$ cat src/rtl/fetch_ctrl.sv
// fetch_ctrl: instruction fetch controller for the 16-bit CPU.
// Owns the PC, drives the combinational instruction ROM, and buffers fetched
// words in a DEPTH-entry prefetch queue that feeds decode over valid/ready.
// Optional build macro FETCH_PERF_EN adds saturating fetch/stall counters.
module fetch_ctrl #(
  parameter int unsigned DEPTH    = 4,
  parameter logic [15:0] RESET_PC = 16'h0000,
  parameter int unsigned PC_STEP  = 2
) (
  input  logic        clk,
  input  logic        reset,
  output logic [15:0] rom_addr,
  input  logic [15:0] rom_data,
  output logic        instr_valid,
  output logic [15:0] instr_data,
  output logic [15:0] instr_pc,
  input  logic        instr_ready,
  input  logic        redirect,
  input  logic [15:0] redirect_pc,
  input  logic        halt_req,
  input  logic        resume,
  output logic        halted
`ifdef FETCH_PERF_EN
  ,
  output logic [15:0] fetch_count,
  output logic [15:0] stall_count
`endif
);

  localparam int unsigned PTR_W   = (DEPTH > 1) ? $clog2(DEPTH) : 1;
  localparam int unsigned CNT_W   = PTR_W + 1;
  localparam logic [15:0] BOOT_PC = RESET_PC & 16'hFFFE;

  typedef enum logic [1:0] {
    S_BOOT   = 2'd0,
    S_RUN    = 2'd1,
    S_HALTED = 2'd2
  } state_t;

  state_t           state_q, state_d;
  logic [PTR_W-1:0] rd_ptr_q, wr_ptr_q;
  logic [CNT_W-1:0] count_q, count_d;
  logic             valid_q;
  logic [15:0]      fetch_pc_q;
  logic [15:0]      q_pc   [DEPTH];
  logic [15:0]      q_data [DEPTH];

  logic flush_c;
  logic pop_c;
  logic push_c;

  // Handshake and flush qualifiers; redirect beats everything, BOOT ignores it
  assign flush_c = redirect && (state_q != S_BOOT);
  assign pop_c   = valid_q && instr_ready;
  assign push_c  = (state_q == S_RUN) && !redirect &&
                   ((count_q < CNT_W'(DEPTH)) || pop_c);

  assign rom_addr    = fetch_pc_q;
  assign instr_valid = valid_q;
  assign instr_data  = q_data[rd_ptr_q];
  assign instr_pc    = q_pc[rd_ptr_q];
  assign halted      = (state_q == S_HALTED);

  // FSM state register
  always_ff @(posedge clk or posedge reset) begin
    if (reset) state_q <= S_BOOT;
    else       state_q <= state_d;
  end

  // FSM next state; resume wins over a simultaneous halt_req
  always_comb begin
    state_d = state_q;
    case (state_q)
      S_BOOT:   state_d = S_RUN;
      S_RUN:    if (halt_req && !resume) state_d = S_HALTED;
      S_HALTED: if (resume) state_d = S_RUN;
      default:  state_d = S_BOOT;
    endcase
  end

  // Queue occupancy after this cycle's flush/push/pop
  always_comb begin
    count_d = count_q;
    if (flush_c)              count_d = '0;
    else if (push_c && !pop_c) count_d = count_q + CNT_W'(1);
    else if (pop_c && !push_c) count_d = count_q - CNT_W'(1);
  end

  // Prefetch queue storage, pointers and fetch PC
  always_ff @(posedge clk or posedge reset) begin
    if (reset) begin
      rd_ptr_q   <= '0;
      wr_ptr_q   <= '0;
      count_q    <= '0;
      valid_q    <= 1'b0;
      fetch_pc_q <= BOOT_PC;
      for (int i = 0; i < int'(DEPTH); i++) begin
        q_pc[i]   <= '0;
        q_data[i] <= '0;
      end
    end else begin
      count_q <= count_d;
      valid_q <= (count_d != '0);
      if (flush_c) begin
        rd_ptr_q   <= '0;
        wr_ptr_q   <= '0;
        fetch_pc_q <= redirect_pc & 16'hFFFE;
      end else begin
        if (push_c) begin
          q_pc[wr_ptr_q]   <= fetch_pc_q;
          q_data[wr_ptr_q] <= rom_data;
          wr_ptr_q         <= wr_ptr_q + PTR_W'(1);
          fetch_pc_q       <= fetch_pc_q + 16'(PC_STEP);
        end
        if (pop_c) rd_ptr_q <= rd_ptr_q + PTR_W'(1);
      end
    end
  end

`ifdef FETCH_PERF_EN
  logic stall_c;
  assign stall_c = (state_q == S_RUN) && (count_q == CNT_W'(DEPTH)) && !pop_c;

  // Saturating performance counters; redirect does not clear them
  always_ff @(posedge clk or posedge reset) begin
    if (reset) begin
      fetch_count <= '0;
      stall_count <= '0;
    end else begin
      if (push_c && (fetch_count != 16'hFFFF))  fetch_count <= fetch_count + 16'd1;
      if (stall_c && (stall_count != 16'hFFFF)) stall_count <= stall_count + 16'd1;
    end
  end
`endif

endmodule

$ cat config.mk
export PLATFORM = sky130hd
export DESIGN_NAME = fetch_ctrl
export DESIGN_NICKNAME = d
export VERILOG_FILES = /design/src/rtl/fetch_ctrl.sv
export SDC_FILE = /design/constraint.sdc
export NUM_CORES = 1
export LEC_CHECK = 0
export ABC_CLOCK_PERIOD_IN_PS = 6700
export BUFFER_PORTS_ARGS = -buffer_cell sky130_fd_sc_hd__clkbuf_2
export CORE_MARGIN = 5
export CORE_UTILIZATION = 56
export CTS_CLUSTER_SIZE = 25
export DETAILED_ROUTE_END_ITERATION = 16
export GPL_TIMING_DRIVEN = 0
export PLACE_DENSITY = 0.84
export SYNTH_ARGS = -nofsm -noshare
export SYNTH_HDL_FRONTEND = slang
export SYNTH_SLANG_ARGS = --single-unit
$ cat constraint.sdc
create_clock -name clk -period 6.7 [get_ports clk]
set_input_delay 0.335 -clock clk [delete_from_list [all_inputs] [get_ports clk]]
set_output_delay 0.335 -clock clk [all_outputs]
set_load 0.005 [all_outputs]
==> summary.md <==
| Metric | Value |
|---|---|
| Critical-path top delay cell | `buf_1` |
| Top fanout value on the critical path | `10` |
| Initial antenna violation count | `0` |
| Vias | `about 4400` |
| Dpl hpwl | `9960 um` |
| CP Data Required Time | `6.36 ns` |
| Synthesized area | `6800 sq um` |
| Core Area | `~12000 sq um` |
| Antenna Cells | `0` |
| Area Overhead vs Synth | `19.5%` |
| CTS tree | `done` |
| Setup Skew | `0.00688 ns` |
| Post-synth EDFFs | `0` |
| Final period utilization | `0.495` |
| Hold Fails Final Rpt | `0` |
| CP arrival | `approximately 3.0 ns` |
| Clock Tree Root | `clkbuf_16` |
| Setup bufs post-CTS | `0` |
| Placed cell area | `roughly 7400 sq um` |
| Bufs on Longest Clock Path | `2` |
| HP Class | `in2reg` |
| First-pass iteration count of the detailed router | `4` |
| Gpl congestion | `just over 0.8` |
| # DRC | `0` |
| Synth Instances | `474` |
| # rows | `40` |
| #FFs+latches synth | `149` |
| Die Span X | `around 120 um` |
| Crit. End Element | `output pin` |
| Register area | `between 3000 and 4000 sq um` |
| CP startpoint kind | `flip-flop` |
| Worst path most repeated cell | `buf_1` |
| Share of cells above drive strength 1 | `0.470` |
| Cell chain of the critical path | `clkbuf_1 -> buf_1 -> buf_1 -> mux4_2 -> clkbuf_2` |
| First-pass GRT wire length | `around 26000 um` |
| Yosys top cell area share | `0.549` |
| Skew-Pair Late Insertion Delay | `0.42 ns` |
| Status | `finished, final reports clean` |
| Commonest non-fill, non-tap cell in the layout | `dfrtp_1` |
| Slew HR | `0.393` |
| Leak Pwr | `3.66 nW` |
| WL final | `15300 um` |
| Worst vdd ir | `about 0.24 mV` |
| Post-synthesis area per instance | `approximately 14 sq um` |
| Num CTS Buffers | `17` |
| Netlist cell types | `46` |
| Syn. warnings | `0` |
| Number of global-route vias before repair | `~5000` |
| Most frequent cells in the layout | `dfrtp_1 (149), mux2_2 (124), clkbuf_2 (84)` |
| Total global-route track usage | `0.229` |
| Post-synth top area cell | `dfrtp_1` |
| Power Density | `~480 nW/um^2` |
| Worst-margin pin slew | `0.911 ns` |
| Pin count of the biggest net entering global routing | `100` |
| Final instance area | `between 8000 and 9000 sq um` |
| FFs w/ async S/R, synth | `1.00` |
| I/O Buffers | `between 80 and 90` |
| Max-cap violations | `0` |
| Sequential share of the synthesized area | `0.549` |
| WL per Instance | `between 20 and 25 um` |
| Ports | `88` |
| Slew Limit Fails | `0` |
| Tot Pwr | `a little under 4 mW` |
| FMAX | `about 0.30 GHz` |
| Remaining Overflow, GRT | `0` |
| Slowest Stage Delay on Critical Path | `roughly 0.67 ns` |
| Nets | `between 600 and 700` |
| Worst Path Class, Setup | `reg2out` |
| Final setup fails | `0` |
| Synth top area cells | `dfrtp_1 (55%), mux2_2 (21%), mux4_2 (10%)` |
| CTS Sinks | `between 100 and 150` |
| Area of the multi-input gates | `2890 sq um` |
| CTS clock-pin slew for the worst setup and hold paths | `~0.060 ns` |
| Initial DRC Count | `230` |
| Fill cells | `826` |
| DIE HEIGHT | `120 um` |
| Initial Util | `0.568` |
| Ys flop type | `dfrtp_1` |
| Vias per std cell | `around 6.0` |
| Setup repair after global routing missed its margin | `false` |
| Final antenna-violating net count | `0` |
| Final setup TNS | `0 ns` |
| Overall die area | `about 14000 sq um` |
| Min Tclk post-route | `roughly 3.3 ns` |
| H-tree Lvls | `4` |
power by group:
group	switching, mW	leakage (nW)	total [mW]	internal (mW)
Clock	0.363	0.326	1.09	0.725
Sequential	0.230	1.85	1.51	1.28
Combinational	0.569	1.49	1.34	0.767
Total	1.16	3.66	3.93	2.77
worst paths after layout:
| path | cells past startpoint | slack [ns] | start | to |
|---|---|---|---|---|
| worst max-delay path | 5 | 3.38 | rd_ptr_q[0]$_DFFE_PP0P_ | instr_pc[9] |
| worst min-delay path | 2 | 0.1 | resume | state_q[1]$_DFFE_PP0P_ |
| worst max register to register | 5 | 4.12 | instr_valid$_DFF_PP0_ | q_pc[15]$_DFFE_PP0P_ |
| worst min register to register | 1 | 0.50 | q_pc[36]$_DFFE_PP0P_ | q_pc[36]$_DFFE_PP0P_ |
| max in group asynchronous | 4 | 5.35 | reset | q_pc[46]$_DFFE_PP0P_ |
| min in group asynchronous | 3 | 0.50 | reset | q_data[46]$_DFFE_PP0P_ |
flip-flops by register name, indices dropped and copies added, names as in the netlist:
signal and cells:
wr_ptr_q 2, q_pc 60, instr_valid 1, rom_addr 15
state_q 2, rd_ptr_q 2, count_q 3, q_data 64
layer usage:
metal / global-route usage / routed length, um
met1: 0.288 / 6290
met2: 0.396 / 7970
met3: 0.0443 / 773
met4: 0.0787 / 247
met5: 0 / 0
cell usage after synthesis, types with 5 or more instances:
master    count
a31oi_1       6
clkbuf_1     15
dfrtp_1     149
nand3_1       6
o21ai_0      13
mux4_2       31
xnor2_1       5
a21oi_1       5
nand2_1      20
mux2_2      124
nor2_1       14
inv_1         9
ha_1          7
buf_1        15
or3_1         6
cell families after synthesis:
kind of cell,synth area share
xor+xnor,0.00902
buf+inv,0.0272
mux,0.313
compound gates,0.0399
other cells,0.000552
fa+ha+maj,0.0129
flops,0.549
simple gates,0.0492
worst max-delay path: cells and delay by family (launching register included):
kind,cells,cell delay [ns]
buffers and inverters,4,1.79
muxes,1,0.44
DFF,1,0.32
per-stage QoR:
| stage | hold WS, ns | worst slack, ns | std cells | utilization |
|---|---|---|---|---|
| 6_report | 0.0966 | 3.38 | 739 | 0.679 |
| 4_1_cts | 0.0958 | 3.33 | 739 | 0.679 |
| 3_5_place_dp | 0.401 | 3.81 | 707 | 0.622 |
| 2_1_floorplan | 0.401 | 2.36 | 475 | - |
| 5_1_grt | 0.104 | 3.18 | 739 | 0.679 |
| 3_3_place_gp | 0.481 | 1.09 | 706 | 0.619 |
final cells by class:
type                       count  area share
buffer                        35      0.0186
clock buffer                  22      0.0584
clock inverter                 9      0.0243
inverter                       9     0.00478
multi-input combinational    282       0.356
sequential                   149       0.459
tap                          147      0.0227
timing repair buffer          86      0.0564
timing repair:
item / in CTS / in global routing
setup endpoints to repair: 0 / 0
hold buffers: 1 / 0
hold endpoints to repair: 50 / 0
gates resized for setup: 0 / 0
(Power assumes the default switching activity.)
